[src/rtl/pipe_pkg.sv]
// Shared types and constants for the pipeline hazard controller.
package pipe_pkg;

  // EX operand source select.
  typedef enum logic [1:0] {
    FWD_NONE = 2'b00,
    FWD_W    = 2'b01,
    FWD_M    = 2'b10
  } fwd_sel_t;

  // Multicycle execute sequencer states.
  typedef enum logic [0:0] {
    IDLE = 1'b0,
    BUSY = 1'b1
  } ex_state_t;

  // Bit positions of each stage in the valid vector.
  localparam int STG_F = 0;
  localparam int STG_D = 1;
  localparam int STG_E = 2;
  localparam int STG_M = 3;
  localparam int STG_W = 4;

endpackage

[src/rtl/pipe_ctrl_fwd_unit.sv]
// Forwarding source select for one EX operand: M beats W, x0 never forwards.
module fwd_unit
  import pipe_pkg::*;
#(
  parameter int REG_AW = 5
) (
  input  logic [REG_AW-1:0] src,
  input  logic [REG_AW-1:0] m_rd,
  input  logic              m_regwrite,
  input  logic              m_valid,
  input  logic [REG_AW-1:0] w_rd,
  input  logic              w_regwrite,
  input  logic              w_valid,
  output fwd_sel_t          sel
);

  // Youngest matching producer wins.
  always_comb begin
    sel = FWD_NONE;
    if (src != '0) begin
      if (m_regwrite && m_valid && (m_rd == src)) begin
        sel = FWD_M;
      end else if (w_regwrite && w_valid && (w_rd == src)) begin
        sel = FWD_W;
      end
    end
  end

endmodule

[src/rtl/pipe_ctrl.sv]
// Five-stage pipeline hazard controller: stalls, flushes, forwarding and
// per-stage valid tracking, including a multicycle execute sequencer.
//
// Handshake: there is no valid/ready pair here; a stage advances on a cycle
// when its stall output is low, and a flush output replaces the register
// contents with a bubble on that same edge.
module pipe_ctrl
  import pipe_pkg::*;
#(
  parameter int REG_AW = 5,
  parameter int EX_LAT = 4
) (
  input  logic              clk,
  input  logic              reset,
  input  logic [REG_AW-1:0] d_rs1,
  input  logic [REG_AW-1:0] d_rs2,
  input  logic [REG_AW-1:0] e_rs1,
  input  logic [REG_AW-1:0] e_rs2,
  input  logic [REG_AW-1:0] e_rd,
  input  logic [REG_AW-1:0] m_rd,
  input  logic [REG_AW-1:0] w_rd,
  input  logic              d_use1,
  input  logic              d_use2,
  input  logic              e_regwrite,
  input  logic              e_memread,
  input  logic              e_multicycle,
  input  logic              e_b_taken,
  input  logic              m_regwrite,
  input  logic              w_regwrite,
  input  logic              mem_d_stall,
  output logic              f_stall,
  output logic              d_stall,
  output logic              e_stall,
  output logic              m_stall,
  output logic              d_flush,
  output logic              e_flush,
  output fwd_sel_t          fwd_a,
  output fwd_sel_t          fwd_b,
  output logic [4:0]        valid,
  output logic              ex_busy,
  output ex_state_t         dbg_state
);

  localparam int              CW       = $clog2(EX_LAT + 1);
  localparam logic [CW-1:0]   CNT_LOAD = CW'(EX_LAT - 1);
  localparam logic [CW-1:0]   CNT_ONE  = CW'(1);

  logic [4:0]    valid_q, valid_d;
  logic [CW-1:0] cnt_q, cnt_d;
  ex_state_t     state_q, state_d;

  logic     mc_start, ex_hold, br_taken, load_use;
  fwd_sel_t fwd_a_raw, fwd_b_raw;

  // The destination-write qualifier of EX does not influence any hazard here.
  logic unused_inputs;
  assign unused_inputs = e_regwrite;

  // Hazard terms from current inputs and state.
  always_comb begin
    mc_start = (state_q == IDLE) && valid_q[STG_E] && e_multicycle && (EX_LAT > 1);
    // The start cycle holds EX; in BUSY the hold lasts until the count is 1,
    // on which cycle EX is released, giving EX_LAT cycles of occupancy.
    ex_hold  = mc_start || ((state_q == BUSY) && (cnt_q > CNT_ONE));
    br_taken = valid_q[STG_E] && e_b_taken;
    load_use = valid_q[STG_E] && e_memread && (e_rd != '0) &&
               ((d_use1 && (d_rs1 == e_rd)) || (d_use2 && (d_rs2 == e_rd)));
  end

  // Priority: memory stall > multicycle hold > branch flush > load-use.
  always_comb begin
    valid_d = valid_q;
    cnt_d   = cnt_q;
    state_d = state_q;
    f_stall = 1'b0;
    d_stall = 1'b0;
    e_stall = 1'b0;
    m_stall = 1'b0;
    d_flush = 1'b0;
    e_flush = 1'b0;
    ex_busy = 1'b0;
    if (mem_d_stall) begin
      f_stall = 1'b1;
      d_stall = 1'b1;
      e_stall = 1'b1;
      m_stall = 1'b1;
    end else if (ex_hold) begin
      f_stall = 1'b1;
      d_stall = 1'b1;
      e_stall = 1'b1;
      ex_busy = 1'b1;
      // M drains into W while a bubble enters M.
      valid_d = {valid_q[STG_M], 1'b0, valid_q[STG_E:STG_F]};
      if (mc_start) begin
        cnt_d   = CNT_LOAD;
        state_d = BUSY;
      end else begin
        cnt_d = cnt_q - CNT_ONE;
      end
    end else begin
      if (state_q == BUSY) begin
        state_d = IDLE;
        cnt_d   = '0;
      end
      if (br_taken) begin
        d_flush = 1'b1;
        e_flush = 1'b1;
        valid_d = {valid_q[STG_M], valid_q[STG_E], 2'b00, 1'b1};
      end else if (load_use) begin
        f_stall = 1'b1;
        d_stall = 1'b1;
        valid_d = {valid_q[STG_M], valid_q[STG_E], 1'b0, valid_q[STG_D], valid_q[STG_F]};
      end else begin
        valid_d = {valid_q[STG_M:STG_F], 1'b1};
      end
    end
    if (reset) begin
      f_stall = 1'b0;
      d_stall = 1'b0;
      e_stall = 1'b0;
      m_stall = 1'b0;
      d_flush = 1'b0;
      e_flush = 1'b0;
      ex_busy = 1'b0;
    end
  end

  fwd_unit #(.REG_AW(REG_AW)) u_fwd_a (
    .src       (e_rs1),
    .m_rd      (m_rd),
    .m_regwrite(m_regwrite),
    .m_valid   (valid_q[STG_M]),
    .w_rd      (w_rd),
    .w_regwrite(w_regwrite),
    .w_valid   (valid_q[STG_W]),
    .sel       (fwd_a_raw)
  );

  fwd_unit #(.REG_AW(REG_AW)) u_fwd_b (
    .src       (e_rs2),
    .m_rd      (m_rd),
    .m_regwrite(m_regwrite),
    .m_valid   (valid_q[STG_M]),
    .w_rd      (w_rd),
    .w_regwrite(w_regwrite),
    .w_valid   (valid_q[STG_W]),
    .sel       (fwd_b_raw)
  );

  // Forwarding selects are forced to no-forward while reset is held.
  always_comb begin
    fwd_a = reset ? FWD_NONE : fwd_a_raw;
    fwd_b = reset ? FWD_NONE : fwd_b_raw;
  end

  // State registers; reset aborts any multicycle op in flight.
  always_ff @(posedge clk) begin
    if (reset) begin
      valid_q <= '0;
      cnt_q   <= '0;
      state_q <= IDLE;
    end else begin
      valid_q <= valid_d;
      cnt_q   <= cnt_d;
      state_q <= state_d;
    end
  end

  assign valid     = valid_q;
  assign dbg_state = state_q;

endmodule

[config.mk]
export PLATFORM = sky130hd
export DESIGN_NAME = pipe_ctrl
export DESIGN_NICKNAME = d
export VERILOG_FILES = /design/src/rtl/pipe_pkg.sv /design/src/rtl/pipe_ctrl_fwd_unit.sv /design/src/rtl/pipe_ctrl.sv
export SDC_FILE = /design/constraint.sdc
export NUM_CORES = 1
export LEC_CHECK = 0
export ABC_AREA = 1
export ABC_CLOCK_PERIOD_IN_PS = 1260
export BUFFER_PORTS_ARGS = -buffer_cell sky130_fd_sc_hd__buf_4
export CAP_MARGIN = 20
export CORE_MARGIN = 5
export CORE_UTILIZATION = 39
export DETAILED_ROUTE_END_ITERATION = 12
export GPL_TIMING_DRIVEN = 0
export PLACE_DENSITY = 0.75
export SLEW_MARGIN = 5
export SYNTH_ARGS = -nofsm -noshare
export SYNTH_HDL_FRONTEND = slang
export SYNTH_SLANG_ARGS = --single-unit
[constraint.sdc]
create_clock -name clk -period 1.26 [get_ports clk]
set_input_delay 0.189 -clock clk [delete_from_list [all_inputs] [get_ports clk]]
set_output_delay 0.189 -clock clk [all_outputs]
set_load 0.005 [all_outputs]
# After elaboration in Yosys (flattened, before gate mapping)
# Cells that the tools add are included.
[op_classes]
n_addsub = 1
n_mux = 32
eq_ne = 8
bitwise = 3
n_reduce_logical = 25
magnitude_cmp = 1
[op_table]
columns = ["op", "n"]
rows = [
  ["equality test 5 bit", 6],
  ["two-way mux 1 bit", 20],
  ["logical AND 1 bit", 15],
  ["two-way mux 3 bit", 5],
  ["nonzero test 5 bit", 3],
  ["two-way mux 2 bit", 6],
  ["AND reduction 2 bit", 3],
  ["two-way mux 4 bit", 1],
  ["!= test 2 bit (second input constant)", 2],
  ["> comparator 3 x 1 -> 1 bit (second input constant)", 1],
  ["inverter 1 bit", 3],
  ["AND reduction 3 bit", 1],
  ["subtractor 3 x 1 -> 3 bit (second input constant)", 1],
  ["logical OR 1 bit", 2],
  ["nonzero test 2 bit", 1],
]
[totals]
inputBits = 46
word_cells = 75
reg_bits = 9

# Longest topological paths before layout
[logic_depth]
ltp_word = 9
mapped_depth = 11
mapped_depth_nobuf = 11

# By module
# From an unflattened synthesis, not the netlist that was laid out.
[unflattened]
cells_unflattened = 253
area_unflattened_um2 = 1283.7
[by_module_without_submodules]
columns = ["module", "area_per_inst_um2", "cells_per_inst", "n_inst", "seq_area_each_um2"]
rows = [
  ["pipe_ctrl", 785.8, 133, 1, 180.2],
  ["fwd_unit", 249.0, 60, 2, 0.0],
]

# Worst setup path after synthesis
# Ideal clock, no wire load.
[synth_timing]
path_type = "reg2out"
start = "register cnt_q[1]"
end = "output port e_flush"
path_buffers = 1
arrival_time_ns = 1.301
stages_incl_launch_ff = 10
setup_slack_ns = -0.230
cell_sequence = "dfxtp_1 inv_1 ha_1 o21ai_2 nand2_2 nand2_1 nor2_2 inv_1 nor3_1 buf_4"
[synth_via]
elab_chain_len = 6
[synth_lines]
columns = ["element", "line", "source"]
rows = [
  ["start: declaration", "pipe_ctrl.sv:49", "logic [CW-1:0] cnt_q, cnt_d;"],
  ["start signal: assignment", "pipe_ctrl.sv:164", "cnt_q <= cnt_d;"],
  ["> comparator 3 x 1 -> 1 bit", "pipe_ctrl.sv:64", "ex_hold = mc_start || ((state_q == BUSY) && (cnt_q > CNT_ONE));"],
  ["logical AND 1 bit", "pipe_ctrl.sv:64", ""],
  ["logical OR 1 bit", "pipe_ctrl.sv:64", ""],
  ["two-way mux 1 bit (3 in a row)", "--", ""],
  ["end: declaration", "pipe_ctrl.sv:36", "output logic e_flush,"],
]
# Every way passes these cells.

# Final worst setup path
[layout_timing]
start = "register cnt_q[1]"
end = "output port f_stall"
[layout_via]
elab_chain_len = 6
[layout_lines]
columns = ["element", "line", "source"]
rows = [
  ["> comparator 3 x 1 -> 1 bit", "pipe_ctrl.sv:64", ""],
  ["logical AND 1 bit", "pipe_ctrl.sv:64", ""],
  ["logical OR 1 bit", "pipe_ctrl.sv:64", ""],
  ["two-way mux 1 bit", "pipe_ctrl.sv:87", "end else if (ex_hold) begin"],
  ["two-way mux 1 bit", "pipe_ctrl.sv:82", "if (mem_d_stall) begin"],
  ["two-way mux 1 bit", "pipe_ctrl.sv:117", "if (reset) begin"],
  ["end: declaration", "pipe_ctrl.sv:31", "output logic f_stall,"],
]
# Every way passes these cells.

==> run metrics <==
#FFs+latches synth=9; Max Slew Vio Count=0; RSZ-0062 raised after global routing=true; sequential cell fraction of total power=0.318; Final min period=1.79 ns; Slew @ Worst Pin=0.477 ns; Power Total=958 µW; Fmax=558 MHz; CP cell instances=inv_4 > ha_4 > o21ai_4 > nand2_2 > nand2_4 > nor2_4 > a21oi_2 > buf_4 > buf_6; Synthesis Warnings=0; met3 Use GR=0.0306; slowest cell delay on critical path=0.38 ns; synth unique cells=28; most common cell in the netlist=nand2_1; worst path required time=1.07 ns; DRT Pass-1 Iters=4; Logic pwr share=0.426; routed vias=1452; Routed Antenna Nets=0; P&R area growth vs syn=73.4%; r2r setup slk=-0.31 ns; row cnt=19; clock insertion delay at the later pin of the skew report=0.27 ns; Post-Place Cell Area=1610 µm²; die span in x=62.5 µm; DP Wirelength=2630 µm; GRT Total Usage=0.162; CTS Buf Count=3; CTS tree=done; setup ws final=-0.533 ns; CTS clk-pin slew, worst paths=0.07 ns; routability congestion estimate from global placement=0.809; status=complete, but fails checks; P_leak=0.992 nW; post-synth net total=240; Post-layout nets=318; filler instances=235; first-pass GRT wire length=5510 µm; synthesized instance count=192; crit path max fanout=3; Clock Power Share=0.256; fin util=0.693; drt wl/cell=12.1 µm; Crit Path Category=reg -> out; M1 GR Usage=0.207; # clock sinks=9; CP bufs+invs=3; cell taking the most area after synthesis=nand2_1; total power divided by cell area=515 nW/µm²; cts hold-fix bufs=0; final instance area=1860 µm²; final-report hold violation count=0; initial drt markers=41; global-route met2 utilization=0.280; Critical Path Sink Type=output pin; initial antenna violation count=0; post-synth top area share=0.185; Setup crit start kind=flop; async set-reset flop share out of synthesis=0; I/O Buffers=60; Initial Util=0.400; Min-Delay Path Class=in -> reg; Post-synth EDFFs=0; total grt overflow=0; Synth top cells by count=nand2_1, inv_1, nor2_1; internal power=630 µW; Core Area=2690 µm²; Root Buffer=clkbuf_4; die height=62.5 µm; ranking of synthesized cells by area=nand2_1, dfxtp_1, inv_1; clock tree buffer depth=2; final worst-path cycle share=1.42; Slowest-stage cell, CP=dfxtp_4; placed insts=283; peak supply drop=0.631 mV; Avg Vias per Cell=4.84; Max Cap Violations=0; clk_skew=0.00195 ns; layout cells sized above 1=0.457; largest net degree at the start of global routing=11; delay-heaviest family, CP=flip-flops; routed wire length=3620 µm; Non-Filler Instances=300; GR peak layer=met2; Remaining DRCs=0; Setup-failing EPs final=18; vias in the first global route=1339; IO Pins=63; post-synthesis sequential area ratio=0.168; Synth Flop Type=dfxtp_1; final hold slack=0.148 ns; die area=3900 µm²; Syn Std Cell Area=1070 µm²; average cell area after synthesis=5.59 µm²; NetSw=328 µW; # diodes=0; failing checks=setup timing; switching part of the total=0.342; Worst Path Arrival=1.60 ns; H-Tree Depth=1; Max-slew headroom=0.679
[cell type report]
cell class / instances / area, µm² / area share
inverters: 42 / 163 / 0.0874
flip-flops and latches: 9 / 193 / 0.103
repair buffers: 73 / 574 / 0.308
well taps: 31 / 38.8 / 0.0208
plain buffers: 5 / 41.3 / 0.0222
clock buffers: 4 / 26.3 / 0.0141
multi-input cells: 136 / 826 / 0.444
[layout by cell type (no fill, tap or decap), types with 5 or more instances in the layout]
master   synthesis  layout
nand3_1          7       7
inv_1           40      35
buf_4            4      70
buf_6            1       8
xnor2_1          5       5
nand2_1         53      47
nor2_1          23      21
o22ai_1          8       7
nand2_2          3       7
inv_2            2       5
[sequential cells by signal, indices dropped and copies added, names as in the netlist]
| signal | flops |
|---|---|
| dbg_state | 1 |
| cnt_q | 3 |
| valid | 5 |
[through the flow]
step	setup WS, ns	TNS [ns]
after floorplan	-0.134	-0.185
after global placement	-0.263	-1.37
after CTS	-0.454	-3.79
after global routing	-0.599	-6.75
final	-0.533	-5.75
after detailed placement	-0.273	-1.34
[cell families after synthesis]
group	synth area share
compound gates	0.170
xor+xnor	0.0571
fa+ha+maj	0.0233
buf+inv	0.185
flops	0.168
simple gates	0.396
[worst paths after layout]
check,from,end,depth (start not counted)
setup / recovery,cnt_q[1]$_SDFFE_PP0P_,f_stall,9
hold / removal,reset,valid[0]$_SDFFE_PP0P_,2
setup reg to reg,cnt_q[1]$_SDFFE_PP0P_,cnt_q[0]$_SDFFE_PP0P_,11
hold reg to reg,valid[4]$_SDFFE_PP0N_,valid[4]$_SDFFE_PP0N_,2
[power groups by stage]
stage               Clock [mW]  Combinational (mW)  Sequential, mW
CTS                      0.238               0.374           0.306
global placement             0               0.348           0.312
global route             0.254               0.450           0.307
detailed placement           0               0.351           0.312
floorplan                    0               0.167           0.311
finish                   0.246               0.408           0.305
[repair_timing]
| item | in CTS | in global routing |
|---|---|---|
| resized for setup | 19 | 23 |
| pin swaps | 10 | 6 |
| endpoints found under the hold margin | 0 | 0 |
| setup endpoints to repair | 13 | 17 |
| buffers inserted | 9 | 6 |
[worst register-to-register path: cells and delay by family, from the launching register on]
family                     cells  cell delay, ns
DFF                            1            0.38
AOI/OAI and AO/OA              3            0.34
adders and majority gates      1            0.15
and+or+nand+nor                2            0.20
buffers and inverters          5            0.43
[routing by layer]
metal  share of wire  wire length [µm]
met4           0.017                63
met5               0                 0
met3           0.061               220
met2            0.48              1750
met1            0.44              1590
Note: power is estimated with default switching activity, not from simulation.
